`src/rtl/screen_plotter.sv`:
```
// ---------------------------------------------------------------------------
// screen_plotter
//
// Purpose:
//   Draws one full picture frame onto the VGA adapter. The block launches the
//   picture source's address sequence and delays the source's raw x/y so that
//   they line up with the registered colour, which arrives LATENCY cycles
//   later. It maps the 2-bit picture colour to a 3-bit VGA colour, strobes
//   plot once per pixel for exactly WIDTH*HEIGHT pixels, and then pulses done
//   for one cycle.
//
// Handshake:
//   start is a level that is sampled only in IDLE. A sampled start launches
//   one frame. start is not queued while busy. busy is high from the LAUNCH
//   cycle through the done cycle. mem_go and done are single-cycle pulses.
//
// Ports:
//   clk         in   system clock
//   resetn      in   asynchronous active-low reset
//   start       in   request one full-frame draw
//   src_x       in   [9:0] raw x from picture source
//   src_y       in   [9:0] raw y from picture source
//   src_colour  in   [1:0] picture colour, LATENCY cycles behind src_x/src_y
//   mem_go      out  one-cycle pulse that launches the source sequence
//   vga_x       out  [7:0] aligned pixel x
//   vga_y       out  [6:0] aligned pixel y
//   vga_colour  out  [2:0] palette-mapped colour
//   plot        out  VGA write strobe
//   busy        out  frame in progress
//   done        out  one-cycle pulse after the last pixel
//   dbg_state   out  [2:0] current FSM state, for observation only
//
// Configuration macro:
//   PLOTTER_SKIP_BLACK_EN - when defined, plot is suppressed for black pixels
//   (src_colour 00), so black is transparent. Frame timing is unchanged.
// ---------------------------------------------------------------------------
module screen_plotter #(
    parameter int WIDTH   = 160,
    parameter int HEIGHT  = 120,
    parameter int LATENCY = 2
) (
    input  logic       clk,
    input  logic       resetn,
    input  logic       start,
    input  logic [9:0] src_x,
    input  logic [9:0] src_y,
    input  logic [1:0] src_colour,
    output logic       mem_go,
    output logic [7:0] vga_x,
    output logic [6:0] vga_y,
    output logic [2:0] vga_colour,
    output logic       plot,
    output logic       busy,
    output logic       done,
    output logic [2:0] dbg_state
);

    typedef enum logic [2:0] {
        S_IDLE   = 3'd0,
        S_LAUNCH = 3'd1,
        S_FILL   = 3'd2,
        S_PLOT   = 3'd3,
        S_FINISH = 3'd4
    } state_e;

    localparam logic [14:0] PIX_LAST  = 15'(WIDTH * HEIGHT - 1);
    // FILL covers the source latency plus the output register stage, so the
    // first PLOT cycle is the one in which pixel 0 sits on the vga_* outputs.
    localparam logic [2:0]  FILL_LAST = 3'(LATENCY);

    state_e      state_q, state_d;
    logic [2:0]  fill_q, fill_d;
    logic [14:0] pix_q, pix_d;
    logic        plot_en;

    // Only the low bits reach the screen, so the delay lines store them
    // truncated; the discarded upper bits are gathered here.
    logic        unused_src_bits;
    assign unused_src_bits = ^{src_x[9:8], src_y[9:7]};

    logic [7:0]  x_dly_q [LATENCY];
    logic [6:0]  y_dly_q [LATENCY];
    logic [7:0]  vga_x_q;
    logic [6:0]  vga_y_q;
    logic [2:0]  vga_colour_q;

    function automatic logic [2:0] palette(input logic [1:0] c);
        logic [2:0] rgb;
        rgb = 3'b000;
        unique case (c)
            2'b00: rgb = 3'b000;   // black
            2'b01: rgb = 3'b111;   // white
            2'b10: rgb = 3'b100;   // red
            2'b11: rgb = 3'b010;   // green
        endcase
        return rgb;
    endfunction

    // -----------------------------------------------------------------------
    // State and counter registers
    // -----------------------------------------------------------------------
    always_ff @(posedge clk or negedge resetn) begin
        if (!resetn) begin
            state_q <= S_IDLE;
            fill_q  <= '0;
            pix_q   <= '0;
        end else begin
            state_q <= state_d;
            fill_q  <= fill_d;
            pix_q   <= pix_d;
        end
    end

    // -----------------------------------------------------------------------
    // Next-state and control outputs
    // -----------------------------------------------------------------------
    always_comb begin
        state_d = state_q;
        fill_d  = fill_q;
        pix_d   = pix_q;
        mem_go  = 1'b0;
        busy    = 1'b1;
        done    = 1'b0;
        plot_en = 1'b0;
        case (state_q)
            S_IDLE: begin
                busy = 1'b0;
                if (start) begin
                    state_d = S_LAUNCH;
                end
            end
            S_LAUNCH: begin
                mem_go  = 1'b1;
                fill_d  = '0;
                pix_d   = '0;
                state_d = S_FILL;
            end
            S_FILL: begin
                if (fill_q == FILL_LAST) begin
                    state_d = S_PLOT;
                end else begin
                    fill_d = fill_q + 3'd1;
                end
            end
            S_PLOT: begin
                plot_en = 1'b1;
                if (pix_q == PIX_LAST) begin
                    state_d = S_FINISH;
                end else begin
                    pix_d = pix_q + 15'd1;
                end
            end
            S_FINISH: begin
                done    = 1'b1;
                state_d = S_IDLE;
            end
            default: begin
                busy    = 1'b0;
                state_d = S_IDLE;
            end
        endcase
    end

    // -----------------------------------------------------------------------
    // Coordinate delay lines and output registers. After LATENCY stages the
    // coordinates line up with src_colour; one more register stage holds
    // them together with the palette-mapped colour.
    // -----------------------------------------------------------------------
    always_ff @(posedge clk or negedge resetn) begin
        if (!resetn) begin
            for (int i = 0; i < LATENCY; i++) begin
                x_dly_q[i] <= '0;
                y_dly_q[i] <= '0;
            end
            vga_x_q      <= '0;
            vga_y_q      <= '0;
            vga_colour_q <= '0;
        end else begin
            x_dly_q[0] <= src_x[7:0];
            y_dly_q[0] <= src_y[6:0];
            for (int i = 1; i < LATENCY; i++) begin
                x_dly_q[i] <= x_dly_q[i-1];
                y_dly_q[i] <= y_dly_q[i-1];
            end
            vga_x_q      <= x_dly_q[LATENCY-1];
            vga_y_q      <= y_dly_q[LATENCY-1];
            vga_colour_q <= palette(src_colour);
        end
    end

    assign vga_x      = vga_x_q;
    assign vga_y      = vga_y_q;
    assign vga_colour = vga_colour_q;
    assign dbg_state  = state_q;

`ifdef PLOTTER_SKIP_BLACK_EN
    // Only 00 maps to black, so testing the registered colour is enough.
    assign plot = plot_en && (vga_colour_q != 3'b000);
`else
    assign plot = plot_en;
`endif

endmodule

```
`config.mk`:
```
export PLATFORM = sky130hd
export DESIGN_NAME = screen_plotter
export DESIGN_NICKNAME = d
export VERILOG_FILES = /design/src/rtl/screen_plotter.sv
export SDC_FILE = /design/constraint.sdc
export NUM_CORES = 1
export LEC_CHECK = 0
export ABC_AREA = 1
export BUFFER_PORTS_ARGS = -buffer_cell sky130_fd_sc_hd__buf_2
export CAP_MARGIN = 20
export CORE_MARGIN = 8
export CORE_UTILIZATION = 45
export CTS_CLUSTER_DIAMETER = 120
export DETAILED_ROUTE_END_ITERATION = 8
export PLACE_DENSITY = 0.68
export SYNTH_ARGS = -nofsm -noshare
export SYNTH_HDL_FRONTEND = slang
export SYNTH_SLANG_ARGS = --single-unit
```
`constraint.sdc`:
```
create_clock -name clk -period 1.8 [get_ports clk]
set_input_delay 0.18 -clock clk [delete_from_list [all_inputs] [get_ports clk]]
set_output_delay 0.18 -clock clk [all_outputs]
set_load 0.01 [all_outputs]
```
### Yosys cells after proc, flatten, opt, wreduce, memory -nomap -nowiden

Index checks and enable logic that the tools add are counted.
Widths: inputs -> output; s select.

* muxes and demuxes: 13
* reduce and logical (&&, ||, !) cells: 8
* equal/unequal tests: 14
* add/sub/neg operators: 2

Operator list (number)
* $pmux 15 s2: 1
* $pmux 3 s4: 2
* $add 15x1->15 const B: 1
* $eq 15x15->1 const B: 1
* $mux 15: 1
* $mux 3: 4
* $ne 2x2->1 const B: 5
* $eq 3x2->1 const B: 3
* $pmux 3 s2: 1
* $eq 2x2->1 const B: 2
* $mux 1: 4
* $reduce_and 2->1: 2
* $reduce_bool 2->1: 2
* $reduce_or 4->1: 1
* $add 3x1->3 const B: 1
* $eq 3x1->1 const B: 1
* $eq 3x3->1 const B: 1
* $logic_not 3->1: 1
* $reduce_and 3->1: 1
* $eq 2x1->1 const B: 1
* $logic_not 2->1: 1

* word-level logic and storage cells: 47
* output and inout port bits: 25
* bits in registers: 69
* input bits: 25

### Longest topological paths before layout

* depth in word-level cells: 3
* depth in mapped cells: 9

### Least setup slack after synthesis

OpenSTA, ideal clock, no wires.

* path kind: reg2reg
* start point: register pix_q[0]
* end point: register pix_q[4]
* path slack: 0.470 ns
* cell stages (with the launch flop): 7
* library setup time: 0.121 ns
* data arrival time: 1.208 ns
* data required time: 1.679 ns
* cells stage by stage: dfrtp_1 -> ha_1 -> nand3_1 -> inv_1 -> or2_2 -> o211ai_1 -> nand2_1

* cells in the longest elaborated chain, start to end: 3
* elaborated cells on any way between the ends: 6
* those cells by class: 1 x add/sub; 2 x eq/ne; 2 x mux; 1 x reduce/logical

Ends and longest elaborated chain
* start: declaration: line 73 `logic [14:0] pix_q, pix_d;`
* start signal: assignment: line 110 `pix_q <= pix_d;`
* $add 15x1->15 / $eq 15x15->1 (equally long branches): line 150, 147
* $mux 15 / $ne 2x2->1 (equally long branches)
* $pmux 15 s2 / $reduce_and 2->1 (equally long branches)

Several ways; a longest one is shown, not always the timed one. The select of a mux whose other input is x is not followed.
A chain may end at the register's enable or synchronous reset.

### Final worst setup path

* start point: register state_q[0], in the netlist dbg_state[0]
* end point: output mem_go

* cells in the longest elaborated chain, start to end: 2

Ends and longest elaborated chain
* start: declaration: line 71 `state_e state_q, state_d;`
* start signal: assignment: line 108 `state_q <= state_d;`
* $eq 3x1->1: line 125 `case (state_q)`
* $mux 1: line 125
* end: declaration: line 48 `output logic mem_go,`

Every way passes these cells.

==> results.json <==
{
  "status": "complete, no violations",
  "routedWlPerCell_um": 12.10,
  "postCtsSetupBuffers": 0,
  "final_util": 0.5910,
  "design.die.area_um2": 8500,
  "synthTopCellsByCount": "dfrtp_1, nand2_1, nand3_1",
  "critPathRequiredTime_ns": 1.62,
  "synth_most_common_cell": "dfrtp_1",
  "synthesis.nets": 285,
  "synth_fa_ha_area_frac": 0.02395,
  "cts_buffers": 9,
  "synth_top_area_frac": 0.6609,
  "num_rows": 27,
  "grt_pass1_vias": 1896,
  "dr.pass1.iters": 4,
  "drtAntennaViolNets": 0,
  "cts_tree": "done",
  "hp-class": "in2reg",
  "netlist_area_um2": 2613,
  "yosysWarnings": 0,
  "fillers": 477,
  "tns_ns": 0,
  "multi_input_area_um2": 767.0,
  "start_util": 0.4687,
  "path_clk_slew_ns": 0.07,
  "synth_mux_area_frac": 0,
  "vias": 1902,
  "ys_types": 23,
  "cp-end-kind": "primary output",
  "skew_ns": 0.004207,
  "ys_ff_latch": 69,
  "place.gp.congestion": 0.8479,
  "place_hpwl_um": 3356,
  "drc": 0,
  "io_pins": 50,
  "drt_wl_total_um": 4864,
  "core_um2": 5574,
  "die_x_um": 92.20,
  "fin_crit_ns": 1.678,
  "drive_gt1_frac": 0.2212,
  "dpl_cell_area_um2": 2925,
  "avgSynthCellArea_um2": 10.25,
  "critPathKind": "reg2out",
  "synth.area.top_cells": "dfrtp_1, nand2_1, nand3_1, inv_1, nor2_1",
  "ys_seq_area_frac": 0.6609,
  "synth_cells": 255,
  "synth_top_family_by_area": "simple AND/OR/NAND/NOR gates",
  "period_share": 0.9323,
  "clk_path_buf_depth": 2,
  "synth_top_cell_by_area": "dfrtp_1",
  "via_per_inst": 4.731,
  "setup_viol": 0,
  "stdcell_area_um2": 3294,
  "synthSimpleGateAreaFrac": 0.2352,
  "syn2layout_area_growth_pct": 26.10,
  "ir_drop_uv": 1002,
  "antenna_found_initial": 0,
  "cp.arrival_ns": 1.50,
  "maxSlewViolCount": 0,
  "power.density_nw_per_um2": 903.7,
  "grt_usage": 0.1277,
  "port_buffers": 44,
  "rsz0062_at_grt": "no",
  "fmax_ghz": 0.5959,
  "hold_ws_ns": 0.1164,
  "p_leak_nw": 1.646,
  "synthXorXnorAreaFrac": 0.006705,
  "synth_compound_area_frac": 0.02490,
  "cp-start-kind": "register",
  "n_antenna_cell": 0,
  "cap_violations": 0,
  "finalHoldViolations": 0,
  "async_flop_share": 1.000,
  "grt_pass1_wl_um": 8418,
  "first_iter_violations": 110,
  "path_max_fanout": 17,
  "die_y_um": 92.20,
  "clk_latency_ns": 0.34,
  "cts_root_buf": "clkbuf_8",
  "grt_max_degree": 49,
  "worst_pin_slew_ns": 0.4946,
  "seqCellArea_um2": 1727,
  "overflow": 0,
  "fin_nets": 355,
  "htree_levels": 3,
  "slew_headroom": 0.6703,
  "synth_flop_cell": "dfrtp_1",
  "synth-edff-count": 0,
  "cts.sinks": 69
}
## per-stage QoR
step / cells / total power [W] / setup slack, ns
6_report: 402 / 0.002977 / 0.1219
5_1_grt: 402 / 0.003110 / 0.01957
4_1_cts: 402 / 0.003023 / 0.06486
3_5_place_dp: 370 / 0.001747 / 0.2432
3_3_place_gp: 370 / 0.001742 / 0.2519
2_1_floorplan: 255 / 0.001664 / 0.4704
## worst max-delay path, stage by stage, from the launching register on
cell and delay (ns):
dfrtp_1 0.41, inv_1 0.16, nor2_4 0.06, nand2_2 0.10, buf_4 0.23, inv_1 0.05, buf_2 0.14
## routing by layer
layer  share of wire  GRT usage  vias up
met4           0.020    0.07248        0
met1            0.43     0.1446      887
li1                -          -      955
met2            0.48     0.1973       51
met3           0.071    0.05623        9
met5               0          0        -
## sequential cells by signal (all words and copies together) (netlist names)
| name | cells |
|---|---|
| vga_x | 8 |
| fill_q | 3 |
| y_dly_q | 14 |
| dbg_state | 3 |
| pix_q | 15 |
| x_dly_q | 16 |
| vga_colour | 3 |
| vga_y | 7 |
## where the power goes
part / leakage (nW) / switching (W) / total [W] / internal, W
combinational: 0.717 / 0.0000628 / 0.000122 / 0.0000590
clock: 0.0995 / 0.000558 / 0.00124 / 0.000679
sequential: 0.829 / 0.0000125 / 0.00162 / 0.00161
## worst paths after layout
path | startpoint | end | slack (ns) | cells past startpoint
min reg2reg | y_dly_q[6]$_DFF_PN0_ | vga_y[6]$_DFF_PN0_ | 0.34 | 0
min in group asynchronous | resetn | x_dly_q[13]$_DFF_PN0_ | 0.34 | 2
max | dbg_state[0]$_DFFE_PN0P_ | mem_go | 0.12 | 6
min | src_colour[0] | vga_colour[0]$_DFF_PN0_ | 0.12 | 2
max reg2reg | pix_q[0]$_DFFE_PN0P_ | pix_q[11]$_DFFE_PN0P_ | 0.24 | 8
max in group asynchronous | resetn | pix_q[0]$_DFFE_PN0P_ | 0.85 | 3
## kinds of logic (layout without fill, tap and decap cells)
logic type / count (synthesis) / count (layout)
adder cells (fa/ha/maj): 5 / 5
buffers and inverters: 29 / 104
XOR/XNOR: 2 / 2
AO/OA/AOI/OAI: 10 / 10
AND/OR/NAND/NOR: 140 / 140
flip-flops: 69 / 69
## repair_timing
item                                    in CTS  in global routing
gates resized for setup                      0                  2
hold buffers                                16                  0
endpoints found under the setup margin       0                  2
endpoints found under the hold margin       36                  0
## placed cells by master, fill, tap and decap left out, types with 2 or more instances in the layout
cell           synthesis  routed
or2_2                  4       4
nor2_1                23      23
dlygate4sd3_1          0      16
o21ai_0                2       2
buf_4                  1       2
o211ai_1               2       2
o21bai_1               3       3
nand2_1               67      66
buf_2                  2      44
dfrtp_1               69      69
nand4_1                8       8
nand3_1               30      30
a21oi_1                2       2
nor3_1                 3       3
clkinv_4               0       2
inv_1                 24      24
nand2_2                2       3
ha_1                   5       5
clkbuf_8               0      10
## layout make-up
class,count,share of cell area
multi-input cells,157,0.2328
clock inverters,5,0.01823
well taps,72,0.02735
clock buffers,11,0.04292
inverters,25,0.02848
repair buffers,63,0.1261
flip-flops and latches,69,0.5241
No activity file was read; power rests on OpenSTA's default activity.
